$ cat src/rtl/conv33_layer_seq.sv
// Layer sequencer for the 3x3 conv kernel: queues per-layer descriptors, loads them into the
// kernel cfg registers, starts the kernel, drains results and tracks sums, layers and timeouts.
module conv33_layer_seq #(
    parameter int COL          = 14,
    parameter int CHN_WIDTH    = 4,
    parameter int FMS_WIDTH    = 8,
    parameter int DESC_DEPTH   = 4,
    parameter int DRAIN_CYCLES = 16,
    parameter int WDOG_WIDTH   = 20
) (
    input  logic                          clk,
    input  logic                          rstn,
    input  logic                          enable,
    input  logic                          abort,
    input  logic                          err_clr,
    input  logic                          desc_valid,
    output logic                          desc_ready,
    input  logic [CHN_WIDTH-1:0]          desc_ci,
    input  logic [CHN_WIDTH-1:0]          desc_co,
    input  logic                          desc_stride,
    input  logic                          desc_group,
    input  logic [FMS_WIDTH-1:0]          desc_ifm_size,
    output logic [CHN_WIDTH-1:0]          cfg_ci,
    output logic [CHN_WIDTH-1:0]          cfg_co,
    output logic                          cfg_stride,
    output logic                          cfg_group,
    output logic [FMS_WIDTH-1:0]          cfg_ifm_size,
    output logic                          start_conv,
    input  logic                          conv_done,
    input  logic [COL-1:0]                sum_valid,
    output logic                          busy,
    output logic                          layer_done,
    output logic [7:0]                    layer_cnt,
    output logic [23:0]                   sum_cnt,
    output logic [$clog2(DESC_DEPTH):0]   fifo_level,
    output logic                          err_timeout
);

    localparam int LW  = $clog2(DESC_DEPTH);
    localparam int DW  = 2 * CHN_WIDTH + 2 + FMS_WIDTH;
    localparam int DCW = $clog2(DRAIN_CYCLES) + 1;
    localparam int PW  = $clog2(COL + 1);
    localparam logic [LW:0]     FULL_LEVEL = (LW + 1)'(DESC_DEPTH);
    localparam logic [DCW-1:0]  DRAIN_LAST = DCW'(DRAIN_CYCLES - 1);

    typedef enum logic [2:0] {
        S_IDLE, S_LOAD, S_SETTLE, S_START, S_RUN, S_DRAIN, S_DONE, S_ERR
    } state_t;

    state_t                state_q, state_d;
    logic [DW-1:0]         mem_q [DESC_DEPTH];
    logic [LW-1:0]         wrPtr_q, rdPtr_q, headIdx;
    logic [LW:0]           level_q;
    logic [DW-1:0]         cfg_q, cfg_d;
    logic [23:0]           sumCnt_q, sumCnt_d;
    logic [7:0]            layerCnt_q, layerCnt_d;
    logic [WDOG_WIDTH-1:0] wdog_q, wdog_d;
    logic [DCW-1:0]        drainCnt_q, drainCnt_d;
    logic                  err_q, err_d;
    logic                  push, pop;
    logic [PW-1:0]         sumInc;
    logic [24:0]           sumAdd;

    assign desc_ready = (level_q != FULL_LEVEL);
    assign push       = desc_valid && desc_ready && !abort;
    assign pop        = (state_q == S_IDLE) && (state_d == S_LOAD);
    // The head was popped on the IDLE->LOAD edge, so LOAD reads the slot just behind rdPtr_q.
    assign headIdx    = rdPtr_q - LW'(1);

    always_comb begin
        state_d = state_q;
        unique case (state_q)
            S_IDLE:   if (enable && (level_q != '0) && !err_q) state_d = S_LOAD;
            S_LOAD:   state_d = S_SETTLE;
            S_SETTLE: state_d = S_START;
            S_START:  state_d = S_RUN;
            S_RUN: begin
                if (conv_done)          state_d = S_DRAIN;
                else if (wdog_q == '1)  state_d = S_ERR;
            end
            S_DRAIN:  if (drainCnt_q == DRAIN_LAST) state_d = S_DONE;
            S_DONE:   state_d = S_IDLE;
            S_ERR:    state_d = S_IDLE;
            default:  state_d = S_IDLE;
        endcase
        if (abort) state_d = S_IDLE;
    end

    always_comb begin
        sumInc = '0;
        for (int i = 0; i < COL; i++) sumInc = sumInc + PW'(sum_valid[i]);
        sumAdd = {1'b0, sumCnt_q} + 25'(sumInc);

        cfg_d      = cfg_q;
        sumCnt_d   = sumCnt_q;
        layerCnt_d = layerCnt_q;
        wdog_d     = wdog_q;
        drainCnt_d = (state_q == S_DRAIN) ? drainCnt_q + DCW'(1) : '0;
        err_d      = err_q;
        if (err_clr) err_d = 1'b0;
        if (state_q == S_ERR) err_d = 1'b1;

        // Counters and cfg freeze in an abort cycle; only the FSM and queue react.
        if (!abort) begin
            if (state_q == S_LOAD) begin
                cfg_d    = mem_q[headIdx];
                sumCnt_d = '0;
            end
            if (state_q inside {S_START, S_RUN, S_DRAIN, S_DONE})
                sumCnt_d = sumAdd[24] ? '1 : sumAdd[23:0];
            if (state_q == S_START) wdog_d = '0;
            if (state_q == S_RUN)   wdog_d = (sum_valid != '0) ? '0 : wdog_q + WDOG_WIDTH'(1);
            if (state_q == S_DONE)  layerCnt_d = layerCnt_q + 8'd1;
        end
    end

    always_ff @(posedge clk or negedge rstn) begin
        if (!rstn) begin
            state_q    <= S_IDLE;
            wrPtr_q    <= '0;
            rdPtr_q    <= '0;
            level_q    <= '0;
            cfg_q      <= '0;
            sumCnt_q   <= '0;
            layerCnt_q <= '0;
            wdog_q     <= '0;
            drainCnt_q <= '0;
            err_q      <= 1'b0;
        end else begin
            state_q    <= state_d;
            cfg_q      <= cfg_d;
            sumCnt_q   <= sumCnt_d;
            layerCnt_q <= layerCnt_d;
            wdog_q     <= wdog_d;
            drainCnt_q <= drainCnt_d;
            err_q      <= err_d;
            if (abort) begin
                wrPtr_q <= '0;
                rdPtr_q <= '0;
                level_q <= '0;
            end else begin
                if (push) wrPtr_q <= wrPtr_q + LW'(1);
                if (pop)  rdPtr_q <= rdPtr_q + LW'(1);
                if (push && !pop)      level_q <= level_q + 1'b1;
                else if (pop && !push) level_q <= level_q - 1'b1;
            end
        end
    end

    // Descriptor storage carries no reset; the pointers alone define what is valid.
    always_ff @(posedge clk) begin
        if (push) mem_q[wrPtr_q] <= {desc_ci, desc_co, desc_stride, desc_group, desc_ifm_size};
    end

    assign {cfg_ci, cfg_co, cfg_stride, cfg_group, cfg_ifm_size} = cfg_q;
    assign start_conv  = (state_q == S_START);
    assign busy        = (state_q != S_IDLE);
    assign layer_done  = (state_q == S_DONE);
    assign layer_cnt   = layerCnt_q;
    assign sum_cnt     = sumCnt_q;
    assign fifo_level  = level_q;
    assign err_timeout = err_q;

endmodule

$ cat config.mk
export PLATFORM = sky130hd
export DESIGN_NAME = conv33_layer_seq
export DESIGN_NICKNAME = d
export VERILOG_FILES = /design/src/rtl/conv33_layer_seq.sv
export SDC_FILE = /design/constraint.sdc
export NUM_CORES = 1
export LEC_CHECK = 0
export BUFFER_PORTS_ARGS = -buffer_cell sky130_fd_sc_hd__buf_2
export CORE_MARGIN = 2
export CORE_UTILIZATION = 30
export DETAILED_ROUTE_END_ITERATION = 12
export GPL_ROUTABILITY_DRIVEN = 1
export GPL_TIMING_DRIVEN = 0
export SYNTH_ARGS = -nofsm -noshare
export SYNTH_HDL_FRONTEND = slang
export SYNTH_SLANG_ARGS = --single-unit
export TNS_END_PERCENT = 5
$ cat constraint.sdc
create_clock -name clk -period 3.5 [get_ports clk]
set_input_delay 0 -clock clk [delete_from_list [all_inputs] [get_ports clk]]
set_output_delay 0 -clock clk [all_outputs]
set_load 0.05 [all_outputs]
==> flow_summary.yaml, run 1 <==
run_status:
  outcome: "complete, but fails checks"
  failed_checks: "setup timing"
synthesis:
  synth_top_area_cell: "edfxtp_1"
  netlist_instances: 649
  synth_top_area_frac: 0.284
  syn_nets: 716
  ys_seq_area_frac: 0.567
  synth_edf_count: 72
  ys_warn_count: 0
  postSynthRegisterBits: 158
  syn_area_um2: 7600
  synth_area_leaders: "edfxtp_1, dfrtp_1, mux4_2"
  synthFlopType: "dfrtp_1"
  syn_area_per_cell_um2: 11.7
  yosysMostFrequentCell: "nand2_1"
  synth_cell_types: 69
  async_flop_share: 0.544
  synthTopCellsByCount: "nand2_1, dfrtp_1, edfxtp_1"
timing:
  slew_headroom: 0.341
  hold-worst-slack_ns: 0.0577
  setup_viol: 21
  max_freq_mhz: 279
  clock_skew_ns: 0.0131
  setup_slack_ns: -0.0795
  fin_crit_ns: 3.58
  finalSetupTns_ns: -0.657
  fin_crit_sh: 1.02
  rsz0062_at_grt: "true"
  worstMarginPinSlew_ns: 0.988
  hold_violations: 0
  drv_slew: 0
placement:
  numPortBuffers: 96
  place_hpwl_mm: 12.5
  gp_congestion: 0.774
  dpl.cell_count: 1076
floorplanning:
  start_util: 0.304
  fp-row-count: 58
  ioPinCount: 97
  dieArea_um2: 26600
  coreArea_um2: 25000
  die_w_um: 163
  die_h_um: 163
cells_and_area:
  layout-drive-gt1-share: 0.234
  multi_input_area_um2: 3100
  area_growth_pct: 24.5
  final_nets: 857
  antennaDiodeCount: 0
  instances_no_fill: 1133
  seqCellArea_um2: 4320
  finish.utilization: 0.378
  fill_cells: 2456
route:
  vias: 5538
  drc_errors: 0
  via_per_inst: 4.89
  drtAntennaViolNets: 0
  routed_wl_mm: 18.3
  dr.pass1.iters: 5
  first_iter_violations: 383
  wl_per_cell_um: 16.1
clock_tree:
  clk_path_buf_depth: 2
  clk_pin_slew_ns: 0.07
  cts-htree-levels: 4
  cts_tree: "yes"
  clk_latency_ns: 0.43
  root_buffer: "clkbuf_16"
  cts.sinks: 158
  cts_made_buffers: 17
grt:
  grt_max_degree: 58
  grt_pass1_wl_mm: 29.5
  gr-total-overflow: 0
  track_usage: 0.142
  antenna_found_initial: 0
  grt_pass1_vias: 5488
worst_setup_path:
  cp.required_ns: 3.79
  crit_path_start_kind: "flop"
  critPathArrivalTime_ns: 3.87
  startpoint: "sum_cnt[0]$_DFFE_PN0P_"
  end_kind: "flop"
  r2r_start: "sum_cnt[0]$_DFFE_PN0P_"
  worst-setup-path-type: "flop to flop"
  path_max_fanout: 4
power_and_ir_drop:
  ir_drop_mv: 0.407
  power_density_nw_per_um2: 659
  leakage_uw: 0.00406
hold_path:
  hp-class: "primary input to async pin"
run:
  drv_cap: 0
==> worst paths after layout <==
path | endpoint | slack, ns | cells past startpoint
worst max-delay path | sum_cnt[21]$_DFFE_PN0P_ | -0.08 | 10
worst min-delay path | sum_cnt[9]$_DFFE_PN0P_ | 0.06 | 2
worst max register to register | sum_cnt[21]$_DFFE_PN0P_ | -0.08 | 10
worst min register to register | drainCnt_q[0]$_DFF_PN0_ | 0.46 | 1
max in group asynchronous | drainCnt_q[1]$_DFF_PN0_ | 2.78 | 3
min in group clk | rdPtr_q[0]$_DFFE_PN0P_ | 0.11 | 4
==> sequential cells by signal, summed over array words and instances (netlist names) <==
name and cells:
mem_q 72, cfg_q 18, wdog_q 20, layer_cnt 8
state_q 3, fifo_level 3, err_timeout 1, rdPtr_q 2
drainCnt_q 5, sum_cnt 24, wrPtr_q 2
==> cell families after synthesis <==
family          share of synthesized area
simple gates                        0.172
flops                               0.567
compound gates                     0.0843
buf+inv                            0.0319
fa+ha+maj                          0.0569
xor+xnor                           0.0276
mux                                0.0601
==> critical path, stage by stage, from the launching register on <==
cell and delay, ns:
dfrtp_2 0.42, inv_2 0.08, fa_1 0.42, fa_1 0.51, fa_1 0.43, fa_2 0.38, nor2b_2 0.20, o2111ai_2 0.20
a311o_1 0.48, o211ai_1 0.20, o311ai_1 0.13
==> per-layer routing <==
layer	routed length [µm]	global-route usage	vias up
met2	8660	0.227	135
met1	8590	0.196	2760
met4	126	0.0326	0
met5	0	0	-
li1	-	-	2632
met3	914	0.0320	11
==> power by group <==
part           leakage (µW)  internal [µW]  total (µW)  switching (µW)
Sequential          0.00182           2170        2300             140
Combinational       0.00195            642        1990            1350
Clock              0.000297           1030        1940             904
==> metrics by stage <==
| stage | area [µm²] | worst slack (ns) | power (µW) |
|---|---|---|---|
| 6_report | 9460 | -0.0795 | 6230 |
| 2_1_floorplan | 7630 | -0.190 | 3780 |
| 3_5_place_dp | 8560 | -0.609 | 4290 |
| 3_3_place_gp | 8530 | -0.569 | 4260 |
| 5_1_grt | 9460 | -0.219 | 6570 |
| 4_1_cts | 9440 | -0.0504 | 6290 |
==> final cells by class <==
cell class | count | share of cell area
timing repair buffer | 123 | 0.0804
buffer | 27 | 0.0153
clock inverter | 15 | 0.0197
sequential | 158 | 0.456
tap | 330 | 0.0436
multi-input combinational | 432 | 0.328
inverter | 31 | 0.0123
clock buffer | 17 | 0.0449
==> repair_timing <==
| action | 4_1_cts | 5_1_grt |
|---|---|---|
| pin swaps | 5 | 1 |
| gates cloned | 1 | 0 |
| resized for setup | 9 | 5 |
| setup endpoints to repair | 23 | 24 |
| setup buffers | 3 | 0 |
| hold endpoints to repair | 161 | 0 |
| hold buffers | 22 | 0 |
==> cells in the final DEF, fill, tap and decap left out, types with 13 or more instances in the layout <==
cell type and count:
edfxtp_1 72, inv_1 29, buf_2 99, nand4_1 13, dfrtp_1 85, ha_1 17, and2_1 13, nand2_1 100
nand3_1 33, xnor2_1 15, dlygate4sd3_1 22, nor2_1 43, o21ai_0 24, mux4_2 18, clkbuf_1 15, clkbuf_16 17
and3_1 13, nor3_1 13, a21oi_1 13
(Power assumes the default switching activity.)
==> inputs of run 2 (changes only) <==
CORE_ASPECT_RATIO = 0.75   (was unset)
==> run 2 against run 1 <==
  * The run still ends with setup timing left
  * First-iteration DRC count fell by 17%
  * Non-clock buffer count rose by 2
  * Global-route usage barely moved
  * Hold slack improved by 0.016 ns
  * Register-to-register slack got worse by 0.09 ns
  * Die area barely moved
  * Routed wire length fell by 0.93%
  * Flip-flop and latch count did not move
  * Sequential share of layout area fell by 0.11 points
  * Fmax fell by 2.5%
  * Cell area rose by 0.25%
  * Sequential power barely moved
  * Largest cell class unchanged
==> flow_summary.yaml, run 2 (synthesized netlist as in run 1, its figures left out) <==
hold_path:
  hp-class: "primary input to async pin"
worst_setup_path:
  cp.required_ns: 3.80
  critPathArrivalTime_ns: 3.97
  end_kind: "flop"
  worst-setup-path-type: "flop to flop"
  crit_path_start_kind: "flop"
  path_max_fanout: 5
  reg2reg_depth: 13
cells_and_area:
  instances_no_fill: 1143
  fill_cells: 2471
  regMostFlops: "mem_q"
  fin_area_um2: 9490
  final_nets: 859
  largest_reg_flops: 72
  final_common_cell: "nand2_1"
  area_growth_pct: 24.8
  antennaDiodeCount: 0
  layout-drive-gt1-share: 0.236
  layout_common_cells: "nand2_1, buf_2, dfrtp_1"
power_and_ir_drop:
  leakage_uw: 0.00406
  p_total_uw: 6200
  ir_drop_mv: 0.345
  power_density_nw_per_um2: 654
timing:
  worstMarginPinSlew_ns: 1.07
  max_freq_mhz: 272
  slew_headroom: 0.285
  fin_crit_ns: 3.67
  setup_slack_ns: -0.173
  clock_skew_ns: 0.0112
  drv_slew: 0
  finalSetupTns_ns: -3.24
  fin_crit_sh: 1.05
  hold_violations: 0
  setup_viol: 23
  rsz0062_at_grt: "true"
floorplanning:
  ioPinCount: 97
  fp-row-count: 50
  die_h_um: 142
  start_util: 0.305
  die_w_um: 188
  coreArea_um2: 24900
  dieArea_um2: 26600
route:
  drc_errors: 0
  dr.pass1.iters: 5
  first_iter_violations: 316
  wl_per_cell_um: 15.9
  drtAntennaViolNets: 0
  routed_wl_mm: 18.1
  vias: 5514
  via_per_inst: 4.82
run_status:
  outcome: "complete, but fails checks"
  failed_checks: "setup timing"
grt:
  grt_max_degree: 54
  gr-total-overflow: 0
  grt_pass1_vias: 5458
  grt_pass1_wl_mm: 29.3
  antenna_found_initial: 0
  track_usage: 0.142
placement:
  dpl_worst_slack_ns: -0.625
  placed_area_um2: 8570
  place_hpwl_mm: 12.5
  dpl.cell_count: 1084
  gp_congestion: 0.798
  numPortBuffers: 96
clock_tree:
  cts.sinks: 158
  cts_made_buffers: 17
  clk_pin_slew_ns: 0.07
  root_buffer: "clkbuf_16"
  cts-htree-levels: 4
  clk_path_buf_depth: 2
  cts_tree: "yes"
  clk_latency_ns: 0.43
run:
  drv_cap: 0
[run 2: per-stage QoR]
| stage | util | hold slack (ns) |
|---|---|---|
| after detailed placement | 0.344 | 0.0164 |
| after floorplan | - | -0.296 |
| after CTS | 0.380 | 0.0798 |
| after global placement | 0.343 | 0.190 |
| final | 0.381 | 0.0736 |
| after global routing | 0.381 | 0.0863 |
[run 2: path summary, 6_finish.rpt]
path | end | slack, ns | startpoint
hold reg to reg | drainCnt_q[0]$_DFF_PN0_ | 0.46 | drainCnt_q[0]$_DFF_PN0_
setup reg to reg | sum_cnt[14]$_DFFE_PN0P_ | -0.17 | sum_cnt[0]$_DFFE_PN0P_
max in group asynchronous | cfg_q[11]$_DFFE_PN0P_ | 2.76 | rstn
setup / recovery | sum_cnt[14]$_DFFE_PN0P_ | -0.17 | sum_cnt[0]$_DFFE_PN0P_
min in group clk | sum_cnt[0]$_DFFE_PN0P_ | 0.10 | sum_valid[4]
hold / removal | wdog_q[19]$_DFFE_PN0P_ | 0.07 | rstn
[run 2: critical path, cell delays in order (launching register included)]
cell and delay [ns]:
dfrtp_2 0.42, inv_2 0.06, fa_1 0.45, fa_1 0.51, fa_1 0.51, fa_2 0.23
inv_2 0.04, fa_2 0.38, a211oi_2 0.21, o21ai_2 0.09, and2_4 0.15, nand3b_1 0.22
buf_6 0.18, o311ai_1 0.09
[run 2: final cells by class]
cell class | instances | area (µm²) | area share
tap | 338 | 423 | 0.0446
buffer | 27 | 145 | 0.0153
sequential | 158 | 4320 | 0.455
clock inverter | 14 | 169 | 0.0178
inverter | 31 | 116 | 0.0123
clock buffer | 18 | 439 | 0.0463
timing repair buffer | 125 | 779 | 0.0822
multi-input combinational | 432 | 3100 | 0.327
[run 2: routing by layer]
layer | vias to the layer above | track usage | routed length [µm]
li1 | 2647 | - | -
met1 | 2728 | 0.195 | 8660
met2 | 120 | 0.219 | 8350
met3 | 19 | 0.0371 | 852
met4 | 0 | 0.0485 | 266
met5 | - | 0 | 0
[run 2: timing repair]
action                                 CTS  global route
buffers inserted                         4             0
endpoints found under the hold margin  131             0
setup endpoints to repair               24            24
pin swaps                                9             2
cloned                                   2             0
resized for setup                       13             5
hold buffers                            22             0
[run 2: power by group]
| group | internal (µW) | total [µW] | switching, µW | leakage (µW) |
|---|---|---|---|---|
| Combinational | 641 | 1980 | 1340 | 0.00195 |
| Sequential | 2170 | 2300 | 133 | 0.00182 |
| Clock | 1100 | 1920 | 822 | 0.000297 |
| Total | 3910 | 6200 | 2300 | 0.00406 |
